`src/rtl/wb_regfile_if.sv`:
```
// Write-back slot, decode read ports and commit record of the write-back register file.
interface wb_regfile_if;
  logic [63:0] pc_i;
  logic [31:0] inst_i;
  logic        difftest_flush_i;
  logic        wb_en_i;
  logic [4:0]  wb_addr_i;
  logic [63:0] wb_data_i;
  logic        inst_is_load_i;
  logic [63:0] mem_load_data_i;
  logic [4:0]  rs1_addr_i;
  logic [4:0]  rs2_addr_i;
  logic [63:0] rs1_data_o;
  logic [63:0] rs2_data_o;
  logic        commit_valid_o;
  logic [63:0] commit_pc_o;
  logic [31:0] commit_inst_o;
  logic        commit_wen_o;
  logic [4:0]  commit_waddr_o;
  logic [63:0] commit_wdata_o;
  logic [63:0] retire_cnt_o;

  modport master (
    output pc_i, inst_i, difftest_flush_i, wb_en_i, wb_addr_i, wb_data_i,
    output inst_is_load_i, mem_load_data_i, rs1_addr_i, rs2_addr_i,
    input  rs1_data_o, rs2_data_o, commit_valid_o, commit_pc_o, commit_inst_o,
    input  commit_wen_o, commit_waddr_o, commit_wdata_o, retire_cnt_o
  );

  modport slave (
    input  pc_i, inst_i, difftest_flush_i, wb_en_i, wb_addr_i, wb_data_i,
    input  inst_is_load_i, mem_load_data_i, rs1_addr_i, rs2_addr_i,
    output rs1_data_o, rs2_data_o, commit_valid_o, commit_pc_o, commit_inst_o,
    output commit_wen_o, commit_waddr_o, commit_wdata_o, retire_cnt_o
  );
endinterface

```
`src/rtl/wb_regfile.sv`:
```
// Write-back stage: load extension, 31x64 register file, registered commit record and
// retire counter. Define WB_BYPASS_EN to make the read ports write-through.
module wb_regfile (
  input logic         clk,
  input logic         rst,
  wb_regfile_if.slave bus
);

  logic [2:0]  funct3;
  logic [63:0] wval;
  logic        we;

  logic [63:0] regs_q [31:1];
  logic [63:0] regs_d [31:1];

  logic        commit_valid_q, commit_valid_d;
  logic [63:0] commit_pc_q, commit_pc_d;
  logic [31:0] commit_inst_q, commit_inst_d;
  logic        commit_wen_q, commit_wen_d;
  logic [4:0]  commit_waddr_q, commit_waddr_d;
  logic [63:0] commit_wdata_q, commit_wdata_d;
  logic [63:0] retire_cnt_q, retire_cnt_d;

  assign funct3 = bus.inst_i[14:12];
  assign we     = bus.wb_en_i & ~bus.difftest_flush_i & (bus.wb_addr_i != 5'd0);

  always_comb begin
    wval = bus.wb_data_i;
    if (bus.inst_is_load_i) begin
      unique case (funct3)
        3'b000:  wval = {{56{bus.mem_load_data_i[7]}}, bus.mem_load_data_i[7:0]};
        3'b001:  wval = {{48{bus.mem_load_data_i[15]}}, bus.mem_load_data_i[15:0]};
        3'b010:  wval = {{32{bus.mem_load_data_i[31]}}, bus.mem_load_data_i[31:0]};
        3'b011:  wval = bus.mem_load_data_i;
        3'b100:  wval = {56'd0, bus.mem_load_data_i[7:0]};
        3'b101:  wval = {48'd0, bus.mem_load_data_i[15:0]};
        3'b110:  wval = {32'd0, bus.mem_load_data_i[31:0]};
        default: wval = 64'd0;
      endcase
    end
  end

  always_comb begin
    regs_d = regs_q;
    if (we) begin
      regs_d[bus.wb_addr_i] = wval;
    end
  end

  // we already excludes x0 and bubbles, so the bypass inherits those exclusions.
  always_comb begin
    bus.rs1_data_o = 64'd0;
    bus.rs2_data_o = 64'd0;
    if (bus.rs1_addr_i != 5'd0) begin
      bus.rs1_data_o = regs_q[bus.rs1_addr_i];
    end
    if (bus.rs2_addr_i != 5'd0) begin
      bus.rs2_data_o = regs_q[bus.rs2_addr_i];
    end
`ifdef WB_BYPASS_EN
    if (we && (bus.rs1_addr_i == bus.wb_addr_i)) begin
      bus.rs1_data_o = wval;
    end
    if (we && (bus.rs2_addr_i == bus.wb_addr_i)) begin
      bus.rs2_data_o = wval;
    end
`endif
  end

  always_comb begin
    commit_valid_d = ~bus.difftest_flush_i;
    commit_pc_d    = bus.pc_i;
    commit_inst_d  = bus.inst_i;
    commit_wen_d   = we;
    commit_waddr_d = bus.wb_addr_i;
    commit_wdata_d = wval;
    retire_cnt_d   = retire_cnt_q + {63'd0, ~bus.difftest_flush_i};
  end

  always_ff @(posedge clk) begin
    if (rst) begin
      for (int i = 1; i < 32; i++) begin
        regs_q[i] <= 64'd0;
      end
      commit_valid_q <= 1'b0;
      commit_pc_q    <= 64'd0;
      commit_inst_q  <= 32'd0;
      commit_wen_q   <= 1'b0;
      commit_waddr_q <= 5'd0;
      commit_wdata_q <= 64'd0;
      retire_cnt_q   <= 64'd0;
    end else begin
      regs_q         <= regs_d;
      commit_valid_q <= commit_valid_d;
      commit_pc_q    <= commit_pc_d;
      commit_inst_q  <= commit_inst_d;
      commit_wen_q   <= commit_wen_d;
      commit_waddr_q <= commit_waddr_d;
      commit_wdata_q <= commit_wdata_d;
      retire_cnt_q   <= retire_cnt_d;
    end
  end

  assign bus.commit_valid_o = commit_valid_q;
  assign bus.commit_pc_o    = commit_pc_q;
  assign bus.commit_inst_o  = commit_inst_q;
  assign bus.commit_wen_o   = commit_wen_q;
  assign bus.commit_waddr_o = commit_waddr_q;
  assign bus.commit_wdata_o = commit_wdata_q;
  assign bus.retire_cnt_o   = retire_cnt_q;

endmodule

```
`src/flat_wrapper.sv`:
```
// flat-port wrapper written by rule: the top's interface ports become plain ports
module wb_regfile_flat 
  (clk, rst, bus_pc_i, bus_inst_i, bus_difftest_flush_i, bus_wb_en_i, bus_wb_addr_i, bus_wb_data_i, bus_inst_is_load_i, bus_mem_load_data_i, bus_rs1_addr_i, bus_rs2_addr_i, bus_rs1_data_o, bus_rs2_data_o, bus_commit_valid_o, bus_commit_pc_o, bus_commit_inst_o, bus_commit_wen_o, bus_commit_waddr_o, bus_commit_wdata_o, bus_retire_cnt_o);
  wb_regfile_if bus_i ();
  input logic clk;
  input logic rst;
  input wire logic [$bits(bus_i.pc_i)-1:0] bus_pc_i;
  input wire logic [$bits(bus_i.inst_i)-1:0] bus_inst_i;
  input wire logic [$bits(bus_i.difftest_flush_i)-1:0] bus_difftest_flush_i;
  input wire logic [$bits(bus_i.wb_en_i)-1:0] bus_wb_en_i;
  input wire logic [$bits(bus_i.wb_addr_i)-1:0] bus_wb_addr_i;
  input wire logic [$bits(bus_i.wb_data_i)-1:0] bus_wb_data_i;
  input wire logic [$bits(bus_i.inst_is_load_i)-1:0] bus_inst_is_load_i;
  input wire logic [$bits(bus_i.mem_load_data_i)-1:0] bus_mem_load_data_i;
  input wire logic [$bits(bus_i.rs1_addr_i)-1:0] bus_rs1_addr_i;
  input wire logic [$bits(bus_i.rs2_addr_i)-1:0] bus_rs2_addr_i;
  output wire logic [$bits(bus_i.rs1_data_o)-1:0] bus_rs1_data_o;
  output wire logic [$bits(bus_i.rs2_data_o)-1:0] bus_rs2_data_o;
  output wire logic [$bits(bus_i.commit_valid_o)-1:0] bus_commit_valid_o;
  output wire logic [$bits(bus_i.commit_pc_o)-1:0] bus_commit_pc_o;
  output wire logic [$bits(bus_i.commit_inst_o)-1:0] bus_commit_inst_o;
  output wire logic [$bits(bus_i.commit_wen_o)-1:0] bus_commit_wen_o;
  output wire logic [$bits(bus_i.commit_waddr_o)-1:0] bus_commit_waddr_o;
  output wire logic [$bits(bus_i.commit_wdata_o)-1:0] bus_commit_wdata_o;
  output wire logic [$bits(bus_i.retire_cnt_o)-1:0] bus_retire_cnt_o;
  assign bus_i.pc_i = bus_pc_i;
  assign bus_i.inst_i = bus_inst_i;
  assign bus_i.difftest_flush_i = bus_difftest_flush_i;
  assign bus_i.wb_en_i = bus_wb_en_i;
  assign bus_i.wb_addr_i = bus_wb_addr_i;
  assign bus_i.wb_data_i = bus_wb_data_i;
  assign bus_i.inst_is_load_i = bus_inst_is_load_i;
  assign bus_i.mem_load_data_i = bus_mem_load_data_i;
  assign bus_i.rs1_addr_i = bus_rs1_addr_i;
  assign bus_i.rs2_addr_i = bus_rs2_addr_i;
  assign bus_rs1_data_o = bus_i.rs1_data_o;
  assign bus_rs2_data_o = bus_i.rs2_data_o;
  assign bus_commit_valid_o = bus_i.commit_valid_o;
  assign bus_commit_pc_o = bus_i.commit_pc_o;
  assign bus_commit_inst_o = bus_i.commit_inst_o;
  assign bus_commit_wen_o = bus_i.commit_wen_o;
  assign bus_commit_waddr_o = bus_i.commit_waddr_o;
  assign bus_commit_wdata_o = bus_i.commit_wdata_o;
  assign bus_retire_cnt_o = bus_i.retire_cnt_o;
  wb_regfile u_core (.clk(clk), .rst(rst), .bus(bus_i));
endmodule
```
`config.mk`:
```
export PLATFORM = sky130hd
export DESIGN_NAME = wb_regfile_flat
export DESIGN_NICKNAME = d
export VERILOG_FILES = /design/src/rtl/wb_regfile_if.sv /design/src/rtl/wb_regfile.sv /design/src/flat_wrapper.sv
export SDC_FILE = /design/constraint.sdc
export NUM_CORES = 2
export LEC_CHECK = 0
export ABC_CLOCK_PERIOD_IN_PS = 2130
export BUFFER_PORTS_ARGS = -buffer_cell sky130_fd_sc_hd__buf_4
export CAP_MARGIN = 10
export CORE_ASPECT_RATIO = 0.5
export CORE_UTILIZATION = 55
export CTS_BUF_LIST = sky130_fd_sc_hd__clkbuf_4 sky130_fd_sc_hd__clkbuf_8 sky130_fd_sc_hd__clkbuf_16
export DETAILED_ROUTE_END_ITERATION = 12
export PLACE_DENSITY = 0.76
export SETUP_SLACK_MARGIN = 0.3
export SLEW_MARGIN = 15
export SYNTH_ARGS = -nofsm -noshare
export SYNTH_HDL_FRONTEND = slang
export SYNTH_SLANG_ARGS = --single-unit
```
`constraint.sdc`:
```
create_clock -name clk -period 2.13 [get_ports clk]
set_clock_uncertainty 0.1 [all_clocks]
set_input_delay 0 -clock clk [delete_from_list [all_inputs] [get_ports clk]]
set_output_delay 0 -clock clk [all_outputs]
set_load 0.01 [all_outputs]
```
Word-level counts from Yosys, hierarchy flattened --
Cells that the tools add are included.
Word-level totals: word-level logic and storage cells 68, input port bits 244, output and inout bits 359, register bits 2215
Operators by class: muxes and demuxes 11, add/subtract/negate cells 1, reductions and logical operators 5, $lt $le $gt $ge 4, bitwise operators 3, equal/unequal tests 6
Operator list (count):
- 1984-bit bitwise mux | 1
- 64-bit binary-select mux with 5-bit select | 2
- 64-bit case mux with 7 select lines | 1
- 64-bit 2-to-1 mux | 6
- 64-bit demux with 5-bit select | 1
- 64-bit by 1-bit adder with 64-bit output | 1
- 5-bit by 6-bit < comparator with 1-bit output, second input constant | 3
- 5-bit nonzero test | 3
- 3-bit equality test, second input constant | 3
- 3-bit by 2-bit equality test with 1-bit output, second input constant | 2
- 5-bit by 1-bit >= comparator with 1-bit output, second input constant | 1
- 3-bit by 1-bit equality test with 1-bit output, second input constant | 1
- 3-bit zero test | 1
- 1-bit bitwise AND | 2
- 1-bit logical AND | 1
- 1-bit inverter | 1

Longest topological paths before layout --
depth after elaboration 5, mapped depth 10, gate-level depth less buffers 8

Least setup slack after synthesis --
Ideal clock, no wire load.
path kind register -> register, start point register u_core.retire_cnt_q[0], in the netlist u_core.bus.retire_cnt_o[0], end point register u_core.retire_cnt_q[52], in the netlist u_core.bus.retire_cnt_o[52], clock period less this slack 2.226 ns, setup time 0.070 ns, cell stages (with the launch flop) 8, required time 1.960 ns, path slack -0.096 ns, arrival time 2.056 ns, buffers on the path 0, path through dfxtp_1 ha_1 ha_1 and4_1 and4bb_2 nand3_2 or4_1 a21oi_1
Between the ends: longest elaborated chain between the ends 1
RTL lines:
- start: declaration | line wb_regfile.sv:22 | logic [63:0] retire_cnt_q, retire_cnt_d;
- start signal: assignment | line wb_regfile.sv:100 | retire_cnt_q <= retire_cnt_d;
- 64-bit by 1-bit adder with 64-bit output | line wb_regfile.sv:77 | retire_cnt_d = retire_cnt_q + {63'd0, ~bus.difftest_flush_i};
No other way between the ends. A chain may end at the register's enable or synchronous reset.

Worst setup path in the final report --
start point register u_core.regs_q[1946] in the netlist's numbering, end point output bus_rs1_data_o[26]
Between the ends: longest elaborated chain between the ends 3
RTL lines:
- start: declaration | line wb_regfile.sv:13 | logic [63:0] regs_q [31:1];
- start signal: assignment | line wb_regfile.sv:93 | regs_q <= regs_d;
- 64-bit binary-select mux with 5-bit select | line wb_regfile.sv:55 | bus.rs1_data_o = regs_q[bus.rs1_addr_i];
- 64-bit 2-to-1 mux (implied by the code) | line wb_regfile.sv:55
- 64-bit 2-to-1 mux | line wb_regfile.sv:54 | if (bus.rs1_addr_i != 5'd0) begin
- end: declaration | line flat_wrapper.sv:17 | output wire logic [$bits(bus_i.rs1_data_o)-1:0] bus_rs1_data_o;
No other way between the ends. The select of a mux whose other input is x is not followed.

==> out/qor.yml <==
pwr:
  p_leak_nw: 47.8
  power.total_w: 0.0932
  ir_worst_vdd_mv: 0.825
  power_density_nw_per_um2: 680
critical_path:
  r2r-start: "u_core.bus.retire_cnt_o[0]"
  rr_endpoint: "u_core.bus.retire_cnt_o[56]"
  crit_slowest_cell: "mux4_2"
  crit_path_start: "u_core.regs_q[1946]"
  crit_type: "flip-flop to output pin"
  critical_path.top_delay_family: "multiplexers"
  cp_common_cell: "mux4_2"
  crit_path_start_kind: "flip-flop"
  worst-path-buf-inv: 2
  r2r_cells: 8
  endpoint_kind: "output pin"
  critPathArrivalTime_ns: 2.79
  required_ns: 2.03
  path_max_fanout: 3
  crit_chain: "mux4_2 > mux4_2 > nor2b_4 > a211oi_4 > buf_4 > buf_6"
  reg2reg_slack_ns: -0.14
  cpPeakStageDelay_ns: 0.54
logic_synthesis:
  ys_seq_area_frac: 0.415
  yosys.cell_types.count: 73
  ys_seq_elements: 2215
  synth-main-ff-cell: "dfxtp_1"
  syn_inst: 10700
  syn_avg_cell_area_um2: 10.0
  yosysWarnings: 0
  yosys.area.top_type_share: 0.415
  synth_area_leaders: "dfxtp_1 41%, mux4_2 18%, a211oi_1 12%"
  synth_area_um2: 107000
  yosysTopAreaCell: "dfxtp_1"
  synthesis.nets: 10900
  async_flop_share: 0
  synth-edff-count: 0
global_route:
  grt_pass1_vias: 97900
  overflow: 0
  grt_pass1_wl_mm: 639
  grt_usage: 0.435
  antenna_found_initial: 34
  grt_start_max_net_pins: 159
floorplan:
  die_h_um: 314
  io_pins: 603
  core.rowCount: 113
  fp.dieArea_um2: 196000
  die_width_um: 625
  core_area_um2: 191000
  start_util: 0.558
routing:
  drc_errors: 0
  wirelength_mm: 447
  top_layer_used: "met5"
  wl_met2_mm: 182
  detail_route.wl_per_cell_um: 30.7
  vias: 103000
  drtIter0Drc: 18100
  first_pass_iters: 7
  final_antenna_net_count: 0
  wl_met1_mm: 156
  met3WireLength_mm: 75.8
  avgViaCountPerCell: 7.06
timing:
  slew_headroom: -0.222
  finalSetupViolations: 152
  hold_viol_final: 0
  fin_ws_ns: -0.756
  max_freq_mhz: 347
  timing.final.crit_share: 1.35
  rsz0062_at_grt: "true"
  tightest_slew_ns: 1.83
  whs_ns: 0.0398
  slew_viol_final: 27
  period_needed_ns: 2.89
run_status:
  violations: "capacitance limit, slew limit, setup timing"
  status: "complete, but fails checks"
final_layout:
  layout_commonest_cell: "nor2_1"
  multi_input_area_um2: 59800
  final-seq-area_um2: 44800
  nets: 12000
  layout_common_cells: "2341 x nor2_1, 1864 x dfxtp_1, 1737 x a211oi_1"
  drive_gt1_frac: 0.327
  area_growth_pct: 28.3
  fin_cells: 14600
  fillers: 12500
hold_path:
  worstHoldEndpoint: "u_core.bus.commit_wdata_o[45]"
  worstHoldPathCells: 8
  min_from: "bus_mem_load_data_i[7]"
  hp-class: "input pin to flip-flop"
clocking:
  cts.sinks: 2215
  insertion_delay_ns: 0.87
  clk_pin_slew_worst_paths_ns: 0.07
  cts_root_buf: "clkbuf_16"
  ctsLongestPathBuffers: 4
  cts_max_level: 4
  cts_made_buffers: 198
  cts_tree: "yes"
place:
  port_buffers: 602
  place_congestion: 0.993
  dp_slack_ns: -0.436
  dp_hpwl_mm: 282
  placed_cells: 13600
job:
  maxCapViolCount: 1
## per-stage QoR
step	instance area (um^2)	TNS, ns	utilization
final	137000	-61.31	0.716
after global routing	137000	-66.43	0.716
after CTS	135000	-60.57	0.707
after detailed placement	121000	-13.99	0.632
after global placement	121000	-14.78	0.632
after floorplan	107000	0	-
## worst register-to-register path, stage by stage (launching register included)
cell,delay [ns]
dfxtp_2,0.35
ha_4,0.16
ha_4,0.13
and4_4,0.22
and4bb_4,0.35
nand3_4,0.16
buf_6,0.16
or4_1,0.39
a21oi_1,0.18
## cell type report
cell class / instances / area share
clock buffer: 291 / 0.0441
multi-input combinational: 7173 / 0.436
timing repair buffer: 2161 / 0.163
tap: 2587 / 0.0236
sequential: 2215 / 0.327
inverter: 13 / 0.000539
clock inverter: 59 / 0.00490
antenna: 67 / 0.00122
## repair_timing
item / CTS / global route
pin swaps: 168 / 127
gates resized for setup: 703 / 331
gates cloned: 2 / 2
setup buffers: 109 / 50
endpoints found under the hold margin: 2191 / 89
hold buffers: 434 / 4
setup endpoints to repair: 176 / 751
## layer usage
| layer | vias up | track usage |
|---|---|---|
| met2 | 9115 | 0.610 |
| li1 | 41900 | - |
| met1 | 49500 | 0.555 |
| met5 | - | 0.0394 |
| met3 | 2342 | 0.182 |
| met4 | 44 | 0.259 |
## logic make-up (layout without fill, tap and decap cells)
family / after synthesis / count (layout) / synth area share
DFF: 2215 / 2215 / 0.415
adders and majority gates: 2 / 2 / 0.000234
and+or+nand+nor: 3405 / 3405 / 0.131
buffers and inverters: 1277 / 2524 / 0.0559
muxes: 1283 / 1283 / 0.225
xor gates and xnor gates: 35 / 35 / 0.00287
other: 0 / 67 / 0
AOI/OAI and AO/OA: 2448 / 2448 / 0.170
## how the worst max path moves through the flow
stage / to / cells past startpoint
floorplan: u_core.bus.retire_cnt_o[50] / 7
global placement: bus_rs2_data_o[62] / 8
detailed placement: bus_rs2_data_o[6] / 10
CTS: bus_rs1_data_o[26] / 6
global route: bus_rs1_data_o[6] / 7
finish: bus_rs1_data_o[26] / 6
## report_power, final
group          switching, W  internal (W)
Clock                0.0171        0.0213
Combinational       0.00761       0.00502
Sequential         0.000342        0.0418
Total                0.0250        0.0682
## registers in the layout (all words and copies together) (netlist names)
signal	count
u_core.bus.commit_pc_o	64
u_core.bus.commit_valid_o	1
u_core.bus.commit_wen_o	1
u_core.bus.commit_inst_o	32
u_core.regs_q	1984
u_core.bus.commit_wdata_o	64
u_core.bus.retire_cnt_o	64
u_core.bus.commit_waddr_o	5
## synthesized netlist by cell type, types with 4 or more instances
cell,number
nor2_1,2397
dfxtp_1,2215
a211oi_1,1753
mux4_2,875
clkbuf_1,681
nand2_1,443
buf_2,416
mux2i_1,283
nor3_1,223
a21oi_1,182
a221oi_1,140
nor2b_1,135
mux2_2,120
o21ai_0,116
buf_4,70
nand3_1,70
buf_1,50
a221o_1,42
a21oi_2,41
buf_6,41
and3_1,39
a32oi_1,31
xor2_1,28
nand4_1,23
a32o_1,21
o211ai_1,21
a22oi_1,20
a221oi_2,17
o31ai_1,16
or3_1,15
or4_1,13
inv_1,10
a31oi_1,9
and2_1,8
a21o_1,7
o2bb2ai_1,7
xnor2_1,7
a22o_1,6
buf_12,5
mux4_1,5
o2111ai_1,5
o22ai_1,4
or2_2,4
Power figures use the tool's default switching activity.
